### src/rtl/irq_arbiter_pkg.sv
// Shared definitions for the interrupt arbiter.
//   NUM_SRC         default number of interrupt sources
//   SRC_*           bit positions of the named sources on src_irq
//   state_t         arbiter FSM state encoding
package irq_pkg;

  localparam int unsigned NUM_SRC = 4;

  localparam int unsigned SRC_TIMER   = 0;
  localparam int unsigned SRC_UART_RX = 1;
  localparam int unsigned SRC_UART_TX = 2;
  localparam int unsigned SRC_EXT     = 3;

  typedef enum logic [1:0] {
    IDLE    = 2'd0,
    REQ     = 2'd1,
    SERVICE = 2'd2,
    HOLDOFF = 2'd3
  } state_t;

endpackage

### src/rtl/irq_arbiter_if.sv
// Control-unit / register-bus side of the interrupt arbiter.
//   pc_31, irq_take                 pipeline status into the arbiter
//   mask_wr/mask_wdata              mask register write
//   clr_wr/clr_wdata                write-1-to-clear of pending bits
//   irq, cause, in_service          request handshake towards the pipeline
//   pending, mask                   register read-back
// slave  : the arbiter
// master : the CPU / control unit
interface irq_arbiter_if #(
  parameter int unsigned NUM_SRC = 4
);
  logic               pc_31;
  logic               irq_take;
  logic               mask_wr;
  logic [NUM_SRC-1:0] mask_wdata;
  logic               clr_wr;
  logic [NUM_SRC-1:0] clr_wdata;
  logic               irq;
  logic [1:0]         cause;
  logic [NUM_SRC-1:0] pending;
  logic [NUM_SRC-1:0] mask;
  logic               in_service;

  modport slave (
    input  pc_31, irq_take, mask_wr, mask_wdata, clr_wr, clr_wdata,
    output irq, cause, pending, mask, in_service
  );

  modport master (
    output pc_31, irq_take, mask_wr, mask_wdata, clr_wr, clr_wdata,
    input  irq, cause, pending, mask, in_service
  );
endinterface

### src/rtl/irq_arbiter_prio_enc.sv
// Fixed-priority encoder: the lowest set bit of eligible wins.
//   eligible  in   candidate sources
//   index     out  position of the winning source
//   valid     out  at least one candidate present
module irq_prio_enc #(
  parameter int unsigned NUM_SRC = 4,
  parameter int unsigned IDX_W   = 2
) (
  input  logic [NUM_SRC-1:0] eligible,
  output logic [IDX_W-1:0]   index,
  output logic               valid
);

  // Scan from the top down so the lowest set bit is written last.
  always_comb begin
    index = '0;
    valid = 1'b0;
    for (int unsigned i = NUM_SRC; i > 0; i--) begin
      if (eligible[i-1]) begin
        index = IDX_W'(i - 1);
        valid = 1'b1;
      end
    end
  end

endmodule

### src/rtl/irq_arbiter.sv
// Interrupt arbiter: edge-detects sources into a pending register, masks
// them, picks the lowest-index eligible source and runs the
// IDLE -> REQ -> SERVICE -> HOLDOFF request handshake with the pipeline.
//   clk      in   system clock
//   reset    in   asynchronous active-low reset
//   src_irq  in   raw source lines
//   bus      slave side of irq_arbiter_if (handshake + register access)
module irq_arbiter #(
  parameter int unsigned NUM_SRC = irq_pkg::NUM_SRC
) (
  input  logic               clk,
  input  logic               reset,
  input  logic [NUM_SRC-1:0] src_irq,
  irq_arbiter_if.slave       bus
);

  import irq_pkg::*;

  localparam int unsigned IDX_W = (NUM_SRC > 1) ? $clog2(NUM_SRC) : 1;

  state_t             state, state_nx;
  logic [NUM_SRC-1:0] src_q, rise, clr_vec;
  logic [NUM_SRC-1:0] pending_q, pending_nx, mask_q, mask_nx, eligible;
  logic               armed, pc_q;
  logic [1:0]         cause_q;
  logic [IDX_W-1:0]   grant_idx;
  logic               grant_vld;

  // Edge detection is disarmed for the first cycle after reset so a line
  // already high at release is absorbed into src_q instead of looking new.
  always_comb begin
    rise       = armed ? (src_irq & ~src_q) : '0;
    clr_vec    = bus.clr_wr ? bus.clr_wdata : '0;
    pending_nx = (pending_q & ~clr_vec) | rise;
    mask_nx    = bus.mask_wr ? bus.mask_wdata : mask_q;
    eligible   = pending_q & mask_q;
  end

  irq_prio_enc #(
    .NUM_SRC (NUM_SRC),
    .IDX_W   (IDX_W)
  ) u_prio_enc (
    .eligible (eligible),
    .index    (grant_idx),
    .valid    (grant_vld)
  );

  // Withdrawal looks at the pending/mask values being written this edge, so
  // the state leaves REQ on the same edge that eligible becomes zero.
  always_comb begin
    state_nx = state;
    unique case (state)
      IDLE:    if (grant_vld && !bus.pc_31) state_nx = REQ;
      REQ: begin
        if (bus.irq_take)                      state_nx = SERVICE;
        else if ((pending_nx & mask_nx) == '0) state_nx = IDLE;
      end
      SERVICE: if (pc_q && !bus.pc_31) state_nx = HOLDOFF;
      HOLDOFF: state_nx = IDLE;
      default: state_nx = IDLE;
    endcase
  end

  always_ff @(posedge clk or negedge reset) begin
    if (!reset) begin
      state     <= IDLE;
      src_q     <= '0;
      armed     <= 1'b0;
      pc_q      <= 1'b0;
      pending_q <= '0;
      mask_q    <= '0;
      cause_q   <= '0;
    end else begin
      state     <= state_nx;
      src_q     <= src_irq;
      armed     <= 1'b1;
      pc_q      <= bus.pc_31;
      pending_q <= pending_nx;
      mask_q    <= mask_nx;
      if (state == IDLE && state_nx == REQ) cause_q <= 2'(grant_idx);
    end
  end

  assign bus.irq        = (state == REQ);
  assign bus.in_service = (state == SERVICE);
  assign bus.cause      = cause_q;
  assign bus.pending    = pending_q;
  assign bus.mask       = mask_q;

endmodule

### src/flat_wrapper.sv
// flat-port wrapper written by rule: the top's interface ports become plain ports
module irq_arbiter_flat import irq_pkg::*;
#(
  parameter int unsigned NUM_SRC = irq_pkg::NUM_SRC
)
  (clk, reset, src_irq, bus_pc_31, bus_irq_take, bus_mask_wr, bus_mask_wdata, bus_clr_wr, bus_clr_wdata, bus_irq, bus_cause, bus_pending, bus_mask, bus_in_service);
  irq_arbiter_if #(.NUM_SRC(NUM_SRC)) bus_i ();
  input  logic clk;
  input  logic reset;
  input  logic [NUM_SRC-1:0] src_irq;
  input wire logic [$bits(bus_i.pc_31)-1:0] bus_pc_31;
  input wire logic [$bits(bus_i.irq_take)-1:0] bus_irq_take;
  input wire logic [$bits(bus_i.mask_wr)-1:0] bus_mask_wr;
  input wire logic [$bits(bus_i.mask_wdata)-1:0] bus_mask_wdata;
  input wire logic [$bits(bus_i.clr_wr)-1:0] bus_clr_wr;
  input wire logic [$bits(bus_i.clr_wdata)-1:0] bus_clr_wdata;
  output wire logic [$bits(bus_i.irq)-1:0] bus_irq;
  output wire logic [$bits(bus_i.cause)-1:0] bus_cause;
  output wire logic [$bits(bus_i.pending)-1:0] bus_pending;
  output wire logic [$bits(bus_i.mask)-1:0] bus_mask;
  output wire logic [$bits(bus_i.in_service)-1:0] bus_in_service;
  assign bus_i.pc_31 = bus_pc_31;
  assign bus_i.irq_take = bus_irq_take;
  assign bus_i.mask_wr = bus_mask_wr;
  assign bus_i.mask_wdata = bus_mask_wdata;
  assign bus_i.clr_wr = bus_clr_wr;
  assign bus_i.clr_wdata = bus_clr_wdata;
  assign bus_irq = bus_i.irq;
  assign bus_cause = bus_i.cause;
  assign bus_pending = bus_i.pending;
  assign bus_mask = bus_i.mask;
  assign bus_in_service = bus_i.in_service;
  irq_arbiter #(.NUM_SRC(NUM_SRC)) u_core (.clk(clk), .reset(reset), .src_irq(src_irq), .bus(bus_i));
endmodule
### config.mk
export PLATFORM = sky130hd
export DESIGN_NAME = irq_arbiter_flat
export DESIGN_NICKNAME = d
export VERILOG_FILES = /design/src/rtl/irq_arbiter_pkg.sv /design/src/rtl/irq_arbiter_if.sv /design/src/rtl/irq_arbiter_prio_enc.sv /design/src/rtl/irq_arbiter.sv /design/src/flat_wrapper.sv
export SDC_FILE = /design/constraint.sdc
export NUM_CORES = 1
export LEC_CHECK = 0
export ABC_AREA = 1
export CAP_MARGIN = 0
export CORE_MARGIN = 2
export CORE_UTILIZATION = 40
export CTS_CLUSTER_SIZE = 28
export DETAILED_ROUTE_END_ITERATION = 7
export GPL_TIMING_DRIVEN = 1
export PLACE_DENSITY = 0.88
export SLEW_MARGIN = 20
export SYNTH_ARGS = -nofsm -noshare
export SYNTH_HDL_FRONTEND = slang
export SYNTH_SLANG_ARGS = --single-unit
### constraint.sdc
create_clock -name clk -period 1.4 [get_ports clk]
set_clock_uncertainty 0.1 [all_clocks]
set_input_delay 0.28 -clock clk [delete_from_list [all_inputs] [get_ports clk]]
set_output_delay 0.28 -clock clk [all_outputs]
set_load 0.01 [all_outputs]
## Word level (Yosys, flattened, before mapping)

Index checks and enable logic that the tools add are counted.

- Input port bits: 18
- Word-level logic and storage cells: 40
- Output and inout port bits: 12
- Flip-flop bits (word level): 18

- Reductions and logical operators: 6
- Bitwise gates (word level): 7
- Equality and inequality tests: 4
- Muxes and demuxes: 16

Operators with widths:

| kind | count |
|---|---|
| 4-bit bitwise AND | 4 |
| 2-bit 2-to-1 mux | 8 |
| 4-bit 2-to-1 mux | 3 |
| 4-bit NOT | 2 |
| 2-bit one-hot mux with 4 select lines | 1 |
| 2-bit by 1-bit equality test with 1-bit output (second input constant) | 2 |
| 2-bit equality test (second input constant) | 2 |
| 4-bit logical NOT | 1 |
| 1-bit 2-to-1 mux | 4 |
| 4-bit OR | 1 |
| 1-bit logical AND | 3 |
| 2-bit logical NOT | 1 |
| 1-bit logical NOT | 1 |

## Depth between registers and ports, before layout

- Word-level depth: 11
- Gate-level depth with buffers: 7
- Mapped depth without buffers: 7

## Hierarchy

Synthesis repeated with hierarchy kept, for this count alone.

- Cells, all modules: 87
- Area total of the unflattened synthesis: 749.5 µm²

By module, submodules not included:

| module | area each (µm²) | times used | seq. area each (µm²) | cells each |
|---|---|---|---|---|
| irq_arbiter | 713.2 | 1 | 450.4 | 79 |
| irq_prio_enc | 36.3 | 1 | 0.0 | 8 |

## Worst setup path before layout

Ideal clock, no wire load.

- Path type: register to register
- From: register u_core.pending_q[1], in the netlist u_core.bus.pending[1]
- To: register u_core.state[0]
- Arrival time: 878 ps
- Data required time: 1165 ps
- Buffers on the path: 0
- Slack: 287 ps
- Cell stages (with the launch flop): 5
- Library setup time: 135 ps
- Clock period less this slack: 1113 ps
- Cell sequence: dfrtp_1 > nand2_1 > nand2_1 > o21ai_0 > nand3_1

- Cells in the longest elaborated chain, start to end: 7
- Elaborated cells on any way between the ends: 12
- Classes of those cells: mux: 6; bitwise: 4; reduce/logical: 2

Ends and longest elaborated chain:

| item | line | text |
|---|---|---|
| start, declared | irq_arbiter.sv:23 | `logic [NUM_SRC-1:0] pending_q, pending_nx, mask_q, mask_nx, eligible;` |
| start signal, assigned | irq_arbiter.sv:78 | `pending_q <= pending_nx;` |
| 4-bit bitwise AND | irq_arbiter.sv:34 | `pending_nx = (pending_q & ~clr_vec) \| rise;` |
| 4-bit OR | irq_arbiter.sv:34 |  |
| 4-bit bitwise AND | irq_arbiter.sv:56 | `else if ((pending_nx & mask_nx) == '0) state_nx = IDLE;` |
| 4-bit logical NOT | irq_arbiter.sv:56 |  |
| 2-bit 2-to-1 mux | irq_arbiter.sv:56 |  |
| 2-bit 2-to-1 mux | irq_arbiter.sv:55 | `if (bus.irq_take) state_nx = SERVICE;` |
| 2-bit one-hot mux with 4 select lines (*) | irq_arbiter.sv:52 | `unique case (state)` |
| via u_core.state_nx[0] | irq_arbiter.sv:21 | `state_t state, state_nx;` |
| end signal, assigned | irq_arbiter.sv:74 | `state <= state_nx;` |
| end, declared | irq_arbiter.sv:21 |  |

The timed path passes the listed nets; every way through them passes the cells marked *.
A chain may end at the register's enable or synchronous reset.

## Final worst setup path

- From: register u_core.state[0]
- To: output bus_in_service

- Cells in the longest elaborated chain, start to end: 1

Ends and longest elaborated chain:

| item | line | text |
|---|---|---|
| 2-bit equality test | irq_arbiter.sv:85 | `assign bus.in_service = (state == SERVICE);` |
| end, declared | flat_wrapper.sv:21 | `output wire logic [$bits(bus_i.in_service)-1:0] bus_in_service;` |

No other way between the ends.

==> impl_metrics.csv <==
group,metric,value,unit
route,drt_iter0_markers,15,
grt,grt_max_degree,19,
route,vias,722,
cells_and_area,design_area,1160,sq um
setup_path,start_kind,"flip-flop",
grt,first_global_vias,683,
timing,hold_slack,0.211,ns
pwr,netSwitchingFraction,31.6,%
synthesis,synth.distinct_cells,11,
route,via_per_inst,4.75,
pwr,power,0.00152,W
synthesis,post_synth.cell_area_avg,8.61,sq um
place,dpl_cell_area,1070,sq um
clock_network,cts_buffer_depth,2,
clock_network,cts_tree,"yes",
cells_and_area,area_growth,60.2,%
timing,fin_crit_sh,99.2,%
synthesis,ys_seq_area_share,62.3,%
synthesis,syn_nets,102,
place,routabilityCongestion,0.766,
place,port_buffers,29,
setup_path,cp-end-kind,"output port",
clock_network,clk_latency,0.28,ns
route,ant_nets,0,
synthesis,synth_seq_cells,18,
pwr,seqPwrFrac,43.8,%
floorplanning,die-area,2160,sq um
place,hpwlAfterDp,1440,microns
pwr,p_leak,0.607,nW
synthesis,syn_area,723,sq um
route,wl,1940,microns
place,dpl_worst_slack,-0.212,ns
floorplanning,rows,15,
setup_path,crit_required,1.02,ns
floorplanning,dieWidth,46.5,microns
grt,grt_pass1_wl,2930,microns
timing,hold_viol,0,
synthesis,yosysWarnings,0,
pwr,power.internal,0.00104,W
grt,grt_overflow,0,
pwr,p_clk_share,20.5,%
route,post-route-drc-count,0,
timing,worst_slack,0.0110,ns
timing,setup_viol,0,
cells_and_area,diodes,0,
synthesis,syn_inst,84,
timing,timing.fmax,720,MHz
setup_path,arrival,1.01,ns
clock_network,htreeDepth,1,
timing,rsz0062_at_grt,"true",
pwr,peakVddDrop,0.000734,V
setup_path,reg2reg_depth,7,
route,first_pass_iters,4,
clock_network,cts.clk_slew.worst_paths,0.10,ns
setup_path,cp_max_fo,3,
clock_network,cts_sinks,18,
setup_path,critPathKind,"reg -> out",
pwr,switchingPower,0.000479,W
floorplanning,core-area,1710,sq um
route,wire_per_inst,12.8,microns
grt,antenna_found_initial,0,
floorplanning,ioPinCount,30,
cells_and_area,drive_above_1_share,15.0,%
clock_network,hold_buffers,0,
clock_network,cts_made_buffers,3,
status,status,"finished clean",
clock_network,root_buffer,"clkbuf_4",
timing,period_minus_slack,1.39,ns
flow_run,max_cap_viol_count,0,
min_path,hold_path.class,"in -> async",
pwr,power_frac_comb,35.6,%
cells_and_area,final_nets,146,
grt,grt_usage,19.9,%
floorplanning,start_util,42.3,%
cells_and_area,fin_util,67.8,%
floorplanning,chipHeight,46.5,microns
timing,slew_viol_final,0,
pwr,p_per_area,1310,nW/um^2
-- cell usage in the layout, fill, tap and decap left out --
cell             instances
a21oi_1                  3
buf_2                    1
buf_4                    9
buf_6                    2
clkbuf_4                 3
clkbuf_8                 1
clkdlybuf4s15_1          3
clkdlybuf4s50_1         17
conb_1                   1
dfrtp_1                 18
dlygate4sd2_1            7
inv_1                   10
inv_2                    1
nand2_1                 33
nand3_1                  6
nand3b_1                 1
nor2_1                   2
nor2_4                   1
nor3_1                   1
o21ai_0                  5
o21ai_1                  1
o21ai_2                  1
-- logic make-up (layout without fill, tap and decap cells) --
logic type	count (synthesis)	after routing	share of synthesized area, %
AOI/OAI and AO/OA	10	10	6.92
buffers and inverters	11	54	5.71
DFF	18	18	62.3
other	1	1	0.519
and+or+nand+nor	44	44	24.6
-- layout make-up --
| type | instances | area (sq um) |
|---|---|---|
| multi-input cells | 55 | 243 |
| fillers | 128 | 549 |
| repair buffers | 39 | 357 |
| flip-flops and latches | 18 | 450 |
| clock buffers | 4 | 36.3 |
| inverters | 11 | 41.3 |
| well taps | 25 | 31.3 |
-- cell usage after synthesis --
master / instances / area share (%)
nand2_1: 33 / 17
a21oi_1: 3 / 2.1
nor2_1: 3 / 1.6
inv_1: 11 / 5.7
dfrtp_1: 18 / 62
nand3b_1: 1 / 1.0
nand3_1: 6 / 4.2
nor3_1: 1 / 0.69
conb_1: 1 / 0.52
o21ai_0: 6 / 4.2
o21ai_1: 1 / 0.69
-- worst max-delay path: stages, from the launching register on --
cell     delay (ns)
dfrtp_1        0.40
buf_6          0.13
nor2_4         0.08
buf_6          0.11
-- power by group through the flow --
stage               Clock (W)  Sequential [W]  Combinational (W)
finish               0.000312        0.000666           0.000541
CTS                  0.000314        0.000664           0.000513
floorplan                   0        0.000699           0.000162
global placement            0        0.000676           0.000459
detailed placement          0        0.000681           0.000487
global route         0.000342        0.000678           0.000586
-- metrics by stage --
stage | setup TNS (ns) | cells
after floorplan | 0 | 84
final | 0 | 152
after CTS | 0 | 149
after detailed placement | -0.435 | 142
after global placement | -0.247 | 142
after global routing | -0.0530 | 152
-- metal layers --
layer / vias to the layer above / global-route usage, % / share of wire [%]
met1: 339 / 22.8 / 38
met4: 0 / 10.3 / 2.4
li1: 349 / - / -
met5: - / 0 / 0
met3: 6 / 4.71 / 5.4
met2: 28 / 33.9 / 54
-- timing repair --
action                     in CTS  in global routing
resized for setup              23                  5
setup endpoints to repair      13                  7
buffers inserted                3                  3
gates cloned                    0                  0
pin swaps                       1                  0
-- flip-flops by register name (all words and copies together), names as in the netlist --
| name | cells |
|---|---|
| u_core.armed | 1 |
| u_core.pc_q | 1 |
| u_core.bus.mask | 4 |
| u_core.src_q | 4 |
| u_core.bus.pending | 4 |
| u_core.bus.cause | 2 |
| u_core.state | 2 |
-- path summary, 6_finish.rpt --
path,start,to,slack [ns]
worst max register to register,u_core.state[1]$_DFF_PN0_,u_core.bus.cause[0]$_DFFE_PN0P_,0.09
min in group clk,src_irq[1],u_core.src_q[1]$_DFF_PN0_,0.35
worst max-delay path,u_core.state[0]$_DFF_PN0_,bus_in_service,0.01
max in group asynchronous,reset,u_core.bus.pending[3]$_DFF_PN0_,0.80
worst min register to register,u_core.bus.cause[0]$_DFFE_PN0P_,u_core.bus.cause[0]$_DFFE_PN0P_,0.39
worst min-delay path,reset,u_core.pc_q$_DFF_PN0_,0.21
Power figures use the tool's default switching activity.
